<file path="src/rtl/multi_cycle_control.sv">
// multi_cycle_control
//
// Sequencing FSM for a multi-cycle processor datapath. One shared
// instruction/data memory port and one ALU are time-multiplexed across
// FETCH / DECODE / EXECUTE / MEMORY / WRITEBACK states. Memory accesses use a
// ready handshake guarded by a wait counter; a timeout, an unknown opcode or
// a halt request parks the FSM in HALT.
//
// Optional feature macro: PERF_COUNTERS_EN adds cycle_count / instr_count.
//
// Ports:
//   clk, reset          rising-edge clock, synchronous active-high reset
//   opcode              IR[31:26], valid from DECODE onward
//   zero, alu_neg       ALU status used by the branch condition
//   mem_ready           memory finished the current access this cycle
//   halt_req            stop at the next instruction boundary
//   pc_write, pc_src    PC load enable and source select
//   ir_write, iord      IR load, memory address select (0 PC, 1 ALUOut)
//   mem_read, mem_write memory request strobes
//   reg_write, reg_dst, mem_to_reg   register file writeback control
//   alu_src_a, alu_src_b, alu_op     ALU operand/operation select
//   state               current state encoding (debug)
//   halted, illegal, mem_err         halt status and sticky error flags
//   cycle_count, instr_count         (PERF_COUNTERS_EN only) 32-bit wrapping

module multi_cycle_control #(
  parameter int MEM_TIMEOUT = 16
) (
  input  logic        clk,
  input  logic        reset,
  input  logic [5:0]  opcode,
  input  logic        zero,
  input  logic        alu_neg,
  input  logic        mem_ready,
  input  logic        halt_req,
  output logic        pc_write,
  output logic [1:0]  pc_src,
  output logic        ir_write,
  output logic        iord,
  output logic        mem_read,
  output logic        mem_write,
  output logic        reg_write,
  output logic        reg_dst,
  output logic        mem_to_reg,
  output logic        alu_src_a,
  output logic [1:0]  alu_src_b,
  output logic [2:0]  alu_op,
  output logic [3:0]  state,
  output logic        halted,
  output logic        illegal,
  output logic        mem_err
`ifdef PERF_COUNTERS_EN
  ,
  output logic [31:0] cycle_count,
  output logic [31:0] instr_count
`endif
);

  localparam logic [3:0] S_FETCH     = 4'd0;
  localparam logic [3:0] S_DECODE    = 4'd1;
  localparam logic [3:0] S_MEM_ADDR  = 4'd2;
  localparam logic [3:0] S_MEM_RD    = 4'd3;
  localparam logic [3:0] S_MEM_WB    = 4'd4;
  localparam logic [3:0] S_MEM_WR    = 4'd5;
  localparam logic [3:0] S_R_EXEC    = 4'd6;
  localparam logic [3:0] S_R_WB      = 4'd7;
  localparam logic [3:0] S_BRANCH    = 4'd8;
  localparam logic [3:0] S_ADDI_EXEC = 4'd9;
  localparam logic [3:0] S_ADDI_WB   = 4'd10;
  localparam logic [3:0] S_JUMP      = 4'd11;
  localparam logic [3:0] S_HALT      = 4'd12;

  localparam logic [5:0] OP_RTYPE = 6'h00;
  localparam logic [5:0] OP_LW    = 6'h23;
  localparam logic [5:0] OP_SW    = 6'h2B;
  localparam logic [5:0] OP_BEQ   = 6'h04;
  localparam logic [5:0] OP_BNE   = 6'h05;
  localparam logic [5:0] OP_BGTZ  = 6'h07;
  localparam logic [5:0] OP_ADDI  = 6'h08;
  localparam logic [5:0] OP_J     = 6'h02;

  localparam int              CW      = (MEM_TIMEOUT > 2) ? $clog2(MEM_TIMEOUT) : 1;
  localparam logic [CW-1:0]   WAIT_LAST = CW'(MEM_TIMEOUT - 1);

  logic [3:0]    state_reg, state_next;
  logic [CW-1:0] wait_cnt_reg, wait_cnt_next;
  logic          illegal_reg, illegal_next;
  logic          mem_err_reg, mem_err_next;

  logic          timeout;
  logic          wait_state;
  logic          branch_taken;

  // Last permitted wait cycle with no ready: mem_ready on this same cycle
  // still wins because it is tested first in each memory state.
  assign timeout    = (wait_cnt_reg == WAIT_LAST) && !mem_ready;
  assign wait_state = (state_reg == S_FETCH) || (state_reg == S_MEM_RD) ||
                      (state_reg == S_MEM_WR);

  always_comb begin
    branch_taken = 1'b0;
    case (opcode)
      OP_BEQ:  branch_taken = zero;
      OP_BNE:  branch_taken = !zero;
      OP_BGTZ: branch_taken = !zero && !alu_neg;  // Rt is r0, so sign/zero of Rs decide
      default: branch_taken = 1'b0;
    endcase
  end

  always_comb begin
    state_next   = state_reg;
    illegal_next = illegal_reg;
    mem_err_next = mem_err_reg;
    pc_write     = 1'b0;
    pc_src       = 2'b00;
    ir_write     = 1'b0;
    iord         = 1'b0;
    mem_read     = 1'b0;
    mem_write    = 1'b0;
    reg_write    = 1'b0;
    reg_dst      = 1'b0;
    mem_to_reg   = 1'b0;
    alu_src_a    = 1'b0;
    alu_src_b    = 2'b00;
    alu_op       = 3'b000;

    case (state_reg)
      S_FETCH: begin
        // halt_req only counts at the instruction boundary, before any
        // memory request for the next instruction goes out.
        if ((wait_cnt_reg == '0) && halt_req) begin
          state_next = S_HALT;
        end else begin
          mem_read  = 1'b1;
          alu_src_b = 2'b01;
          if (mem_ready) begin
            ir_write   = 1'b1;
            pc_write   = 1'b1;
            state_next = S_DECODE;
          end else if (timeout) begin
            state_next   = S_HALT;
            mem_err_next = 1'b1;
          end
        end
      end
      S_DECODE: begin
        // Speculatively form the branch target into ALUOut.
        alu_src_b = 2'b11;
        case (opcode)
          OP_LW, OP_SW:           state_next = S_MEM_ADDR;
          OP_RTYPE:               state_next = S_R_EXEC;
          OP_BEQ, OP_BNE, OP_BGTZ: state_next = S_BRANCH;
          OP_ADDI:                state_next = S_ADDI_EXEC;
          OP_J:                   state_next = S_JUMP;
          default: begin
            state_next   = S_HALT;
            illegal_next = 1'b1;
          end
        endcase
      end
      S_MEM_ADDR: begin
        alu_src_a  = 1'b1;
        alu_src_b  = 2'b10;
        state_next = (opcode == OP_SW) ? S_MEM_WR : S_MEM_RD;
      end
      S_MEM_RD: begin
        mem_read = 1'b1;
        iord     = 1'b1;
        if (mem_ready) begin
          state_next = S_MEM_WB;
        end else if (timeout) begin
          state_next   = S_HALT;
          mem_err_next = 1'b1;
        end
      end
      S_MEM_WB: begin
        reg_write  = 1'b1;
        mem_to_reg = 1'b1;
        state_next = S_FETCH;
      end
      S_MEM_WR: begin
        mem_write = 1'b1;
        iord      = 1'b1;
        if (mem_ready) begin
          state_next = S_FETCH;
        end else if (timeout) begin
          state_next   = S_HALT;
          mem_err_next = 1'b1;
        end
      end
      S_R_EXEC: begin
        alu_src_a  = 1'b1;
        alu_op     = 3'b010;
        state_next = S_R_WB;
      end
      S_R_WB: begin
        reg_write  = 1'b1;
        reg_dst    = 1'b1;
        state_next = S_FETCH;
      end
      S_BRANCH: begin
        alu_src_a  = 1'b1;
        alu_op     = 3'b001;
        pc_src     = 2'b01;
        pc_write   = branch_taken;
        state_next = S_FETCH;
      end
      S_ADDI_EXEC: begin
        alu_src_a  = 1'b1;
        alu_src_b  = 2'b10;
        state_next = S_ADDI_WB;
      end
      S_ADDI_WB: begin
        reg_write  = 1'b1;
        state_next = S_FETCH;
      end
      S_JUMP: begin
        pc_write   = 1'b1;
        pc_src     = 2'b10;
        state_next = S_FETCH;
      end
      S_HALT: begin
        // Error halts are terminal; a plain halt resumes when the request drops.
        if (!illegal_reg && !mem_err_reg && !halt_req) begin
          state_next = S_FETCH;
        end
      end
      default: state_next = S_FETCH;
    endcase

    // Reset cycle: whatever state we were in, the datapath sees no strobes.
    if (reset) begin
      pc_write   = 1'b0;
      pc_src     = 2'b00;
      ir_write   = 1'b0;
      iord       = 1'b0;
      mem_read   = 1'b0;
      mem_write  = 1'b0;
      reg_write  = 1'b0;
      reg_dst    = 1'b0;
      mem_to_reg = 1'b0;
      alu_src_a  = 1'b0;
      alu_src_b  = 2'b00;
      alu_op     = 3'b000;
    end
  end

  // The counter restarts on every state change, which covers entry into each
  // memory state; it only advances while a memory access is outstanding.
  always_comb begin
    wait_cnt_next = wait_cnt_reg;
    if (state_next != state_reg) begin
      wait_cnt_next = '0;
    end else if (wait_state && !mem_ready) begin
      wait_cnt_next = wait_cnt_reg + 1'b1;
    end
  end

  always_ff @(posedge clk) begin
    if (reset) begin
      state_reg    <= S_FETCH;
      wait_cnt_reg <= '0;
      illegal_reg  <= 1'b0;
      mem_err_reg  <= 1'b0;
    end else begin
      state_reg    <= state_next;
      wait_cnt_reg <= wait_cnt_next;
      illegal_reg  <= illegal_next;
      mem_err_reg  <= mem_err_next;
    end
  end

  assign state   = state_reg;
  assign halted  = (state_reg == S_HALT) && !reset;
  assign illegal = illegal_reg;
  assign mem_err = mem_err_reg;

`ifdef PERF_COUNTERS_EN
  logic [31:0] cycle_count_reg;
  logic [31:0] instr_count_reg;

  always_ff @(posedge clk) begin
    if (reset) begin
      cycle_count_reg <= '0;
      instr_count_reg <= '0;
    end else begin
      if (state_reg != S_HALT) cycle_count_reg <= cycle_count_reg + 32'd1;
      if (ir_write)            instr_count_reg <= instr_count_reg + 32'd1;
    end
  end

  assign cycle_count = cycle_count_reg;
  assign instr_count = instr_count_reg;
`endif

endmodule

</file>
<file path="config.mk">
export PLATFORM = sky130hd
export DESIGN_NAME = multi_cycle_control
export DESIGN_NICKNAME = d
export VERILOG_FILES = /design/src/rtl/multi_cycle_control.sv
export SDC_FILE = /design/constraint.sdc
export NUM_CORES = 1
export LEC_CHECK = 0
export CAP_MARGIN = 30
export CORE_MARGIN = 8
export CORE_UTILIZATION = 49
export CTS_CLUSTER_SIZE = 28
export DETAILED_ROUTE_END_ITERATION = 7
export PLACE_DENSITY_LB_ADDON = 0.12
export SKIP_LAST_GASP = 1
export SLEW_MARGIN = 20
export SYNTH_ARGS = -nofsm -noshare
export SYNTH_HDL_FRONTEND = slang
export SYNTH_SLANG_ARGS = --single-unit
</file>
<file path="constraint.sdc">
create_clock -name clk -period 4.1 [get_ports clk]
set_clock_uncertainty 0.2 [all_clocks]
set_input_delay 0.615 -clock clk [delete_from_list [all_inputs] [get_ports clk]]
set_output_delay 0.615 -clock clk [all_outputs]
set_load 0.02 [all_outputs]
</file>
==> implementation parameters <==
Parameter                              Value

Timing
  Period utilization ... between 80% and 90%
  Hold violation count in the final report ... 0
  Pin slew with the least headroom to its limit ... 742 ps
  Fin Hold WS ... 263 ps
  Final critical delay including setup and external delays ... 3630 ps
  Max_slew headroom ... 50.4%
  Setup TNS after final layout ... 0 ps
  Setup Viol. Count Final ... 0
  Max Transition Viols Final ... 0
  Setup repair after global routing missed its margin ... no
  Max Fclk ... around 280 MHz
  Post-route setup slack ... 469 ps

Die
  Standard-cell row count ... 16
  Horizontal die dimension ... 62.3 µm
  DIE HEIGHT ... 62.3 µm
  Starting Density ... 52.5%
  IO Count ... 35
  Area of the die ... a little under 4000 µm²
  Placeable Area ... 2000 µm²

Route
  Total number of vias ... 1,303
  Antenna viol nets, final ... 0
  Initial DRT Pass Iterations ... 4
  Number of remaining DRC errors ... 0
  DRT Wirelength ... 3.23 mm
  Average vias per placed instance ... 6.23
  Post-detailed-route wirelength per cell ... 15.5 µm
  Starting DRC count in detailed routing ... 59

CTS
  Clock-pin transition on the worst setup and hold timing paths ... 60 ps
  Count of clock tree sinks ... 10
  Total CTS buffers ... 3
  Number of resized instances in the post-cts repair step ... 0
  Clock latency reported for the late side of the worst-skew pair ... around 260 ps
  Setup bufs post-CTS ... 0
  Depth of the CTS H-tree ... 1
  Count of hold buffers inserted by post-cts repair ... 0
  Bufs on Longest Clock Path ... 2
  CTS tree ... yes
  Clock root cell ... sky130_fd_sc_hd__clkbuf_4

Final layout
  Fillers ... 170
  Fraction of final layout cells sized beyond drive strength 1 ... 4.95%
  Final net count ... 198
  Antenna diode count ... 0
  Commonest non-fill, non-tap cells in the layout ... sky130_fd_sc_hd__clkdlybuf4s50_1 (33), sky130_fd_sc_hd__nor2_1 (27), sky130_fd_sc_hd__o21ai_0 (10), sky130_fd_sc_hd__dfxtp_1 (10), sky130_fd_sc_hd__inv_1 (9)
  Post-synthesis to final-layout area growth ... 33.0%
  Most common cell after layout, fill and taps aside ... sky130_fd_sc_hd__clkdlybuf4s50_1
  Final non-filler cell total ... 209

Hold path
  Kind of path behind the tightest hold check ... register to register
  Hold path depth ... 2

Synthesis
  Avg Inst Size Synth ... approximately 6.7 µm²
  Main flop type after synthesis ... sky130_fd_sc_hd__dfxtp_1
  Cell Area, Synth ... 1050 µm²
  #FFs+latches synth ... 10
  Share of the yosys chip area belonging to registers ... between 10% and 20%
  Largest area contributor in the netlist ... sky130_fd_sc_hd__dfxtp_1
  Post-synthesis net count ... 170
  Cell count after synthesis ... ~160
  Number of flops mapped to enable cells by yosys ... 0
  YS warnings ... 0
  Dominant cells by area after synthesis ... sky130_fd_sc_hd__dfxtp_1 (19%), sky130_fd_sc_hd__nor2_1 (9.6%), sky130_fd_sc_hd__xnor2_1 (5.8%), sky130_fd_sc_hd__o21ai_0 (4.8%), sky130_fd_sc_hd__nor3_1 (3.8%)
  Synth async-reset ratio ... 0%
  Area share of the largest cell type after synthesis ... 19.0%
  Number of distinct library cell variants in the gate-level netlist after synthesis ... between 40 and 50

Critical path
  Launch instance of the worst register-to-register path ... state[0]$_SDFF_PP0_
  Startpoint kind of the worst setup timing path ... input pin
  Reg-to-reg slack, setup ... 1500 ps
  Required time worst endpoint ... 3280 ps
  Arrival time of the worst setup path ... between 2000 and 3000 ps
  Kind of critical path ... input pin to output port
  Count of cells along the worst register-to-register path ... 5
  Crit path max fanout ... 6
  Kind of end point of the critical path ... output port
  Origin of the worst setup path ... opcode[3]
  Crit path to ... pc_write
  Capturing point of the worst reg2reg path ... wait_cnt_reg[1]$_SDFFE_PP0P_

Placed design
  Estimated wirelength of the detail-placed design ... about 2.5 mm
  Number of placed instances, taps included ... around 210
  Count of input and output buffers ... 33
  Final weighted congestion in routability-driven placement ... roughly 0.94
  Worst slack at placement ... 458 ps

Power and ir drop
  Overall power after layout ... 0.414 mW
  Power density over the cells ... about 300 nW/µm²
  Maximum vdd ir drop ... 0.303 mV
  Leakage power of the design ... 0.450 nW

GRT
  Number of global-route vias before repair ... 1,195
  Largest net degree at the start of global routing ... 25
  Number of antenna violations at the first check in global routing ... 0
  Global-route wire length before repair ... 5.31 mm
  Total global routing overflow ... 0
  Global-route usage over all layers ... 15.6%

Run
  Max Cap Viol ... 0

Run status
  Run status ... finished clean
cells in the mapped netlist, types with 3 or more instances:
cell type and count:
sky130_fd_sc_hd__o211ai_1 4, sky130_fd_sc_hd__nor4_1 5, sky130_fd_sc_hd__o21ai_0 10, sky130_fd_sc_hd__nand4_1 3, sky130_fd_sc_hd__nor3_1 8, sky130_fd_sc_hd__a22oi_1 5, sky130_fd_sc_hd__clkbuf_1 6, sky130_fd_sc_hd__inv_1 9
sky130_fd_sc_hd__nand3_1 4, sky130_fd_sc_hd__xnor2_1 7, sky130_fd_sc_hd__nor2_1 27, sky130_fd_sc_hd__a21oi_1 7, sky130_fd_sc_hd__a31oi_1 4, sky130_fd_sc_hd__nand2_1 6, sky130_fd_sc_hd__dfxtp_1 10
power breakdown:
group	leakage, nW	switching (mW)	internal [mW]
registers	0.0812	0.0234	0.105
clock network	0.0138	0.0303	0.0337
logic	0.355	0.126	0.0957
worst max-delay path: stages:
cell	delay (ps)
sky130_fd_sc_hd__clkdlybuf4s50_1	490
sky130_fd_sc_hd__or4b_1	560
sky130_fd_sc_hd__a21oi_1	190
sky130_fd_sc_hd__nand4_1	110
sky130_fd_sc_hd__a31oi_1	190
sky130_fd_sc_hd__clkdlybuf4s50_1	650
through the flow:
stage | instance area, µm² | utilization (%)
after floorplan | 1050 | -
after global placement | 1380 | 68.7
after detailed placement | 1380 | 68.7
after CTS | 1400 | 69.8
after global routing | 1400 | 69.8
final | 1400 | 69.8
layer usage:
layer  vias to the layer above  track usage (%)  part of all wire (%)
met4                         0             2.56                  0.43
li1                        627                -                     -
met1                       604             18.6                    42
met5                         -                0                     0
met2                        70             26.4                    48
met3                         2             5.73                   8.8
layout make-up:
cell class | count | area (µm²) | area share, %
Sequential cell | 10 | 200 | 14.3
Timing Repair Buffer | 34 | 338 | 24.2
Tap cell | 27 | 33.8 | 2.42
Inverter | 10 | 37.5 | 2.69
Multi-Input combinational cell | 125 | 766 | 54.8
Clock buffer | 3 | 22.5 | 1.61
cells by family (layout without fill, tap and decap cells):
family / count (synthesis) / after routing / synth area share (%)
and+or+nand+nor: 73 / 73 / 37.5
AOI/OAI and AO/OA: 40 / 40 / 24.9
buffers and inverters: 21 / 47 / 8.10
DFF: 10 / 10 / 19.0
xor gates and xnor gates: 7 / 7 / 5.83
adders and majority gates: 2 / 2 / 2.38
muxes: 2 / 2 / 1.90
other: 1 / 1 / 0.357
worst min path at each step:
stage                                  from  slack, ps                           end
2_1_floorplan  wait_cnt_reg[1]$_SDFFE_PP0P_        310  wait_cnt_reg[1]$_SDFFE_PP0P_
3_3_place_gp           illegal$_SDFFE_PP0P_        250          illegal$_SDFFE_PP0P_
3_5_place_dp           illegal$_SDFFE_PP0P_        260          illegal$_SDFFE_PP0P_
4_1_cts                illegal$_SDFFE_PP0P_        270          illegal$_SDFFE_PP0P_
5_1_grt                illegal$_SDFFE_PP0P_        310          illegal$_SDFFE_PP0P_
6_report               illegal$_SDFFE_PP0P_        260          illegal$_SDFFE_PP0P_
No activity file was read; power rests on OpenSTA's default activity.
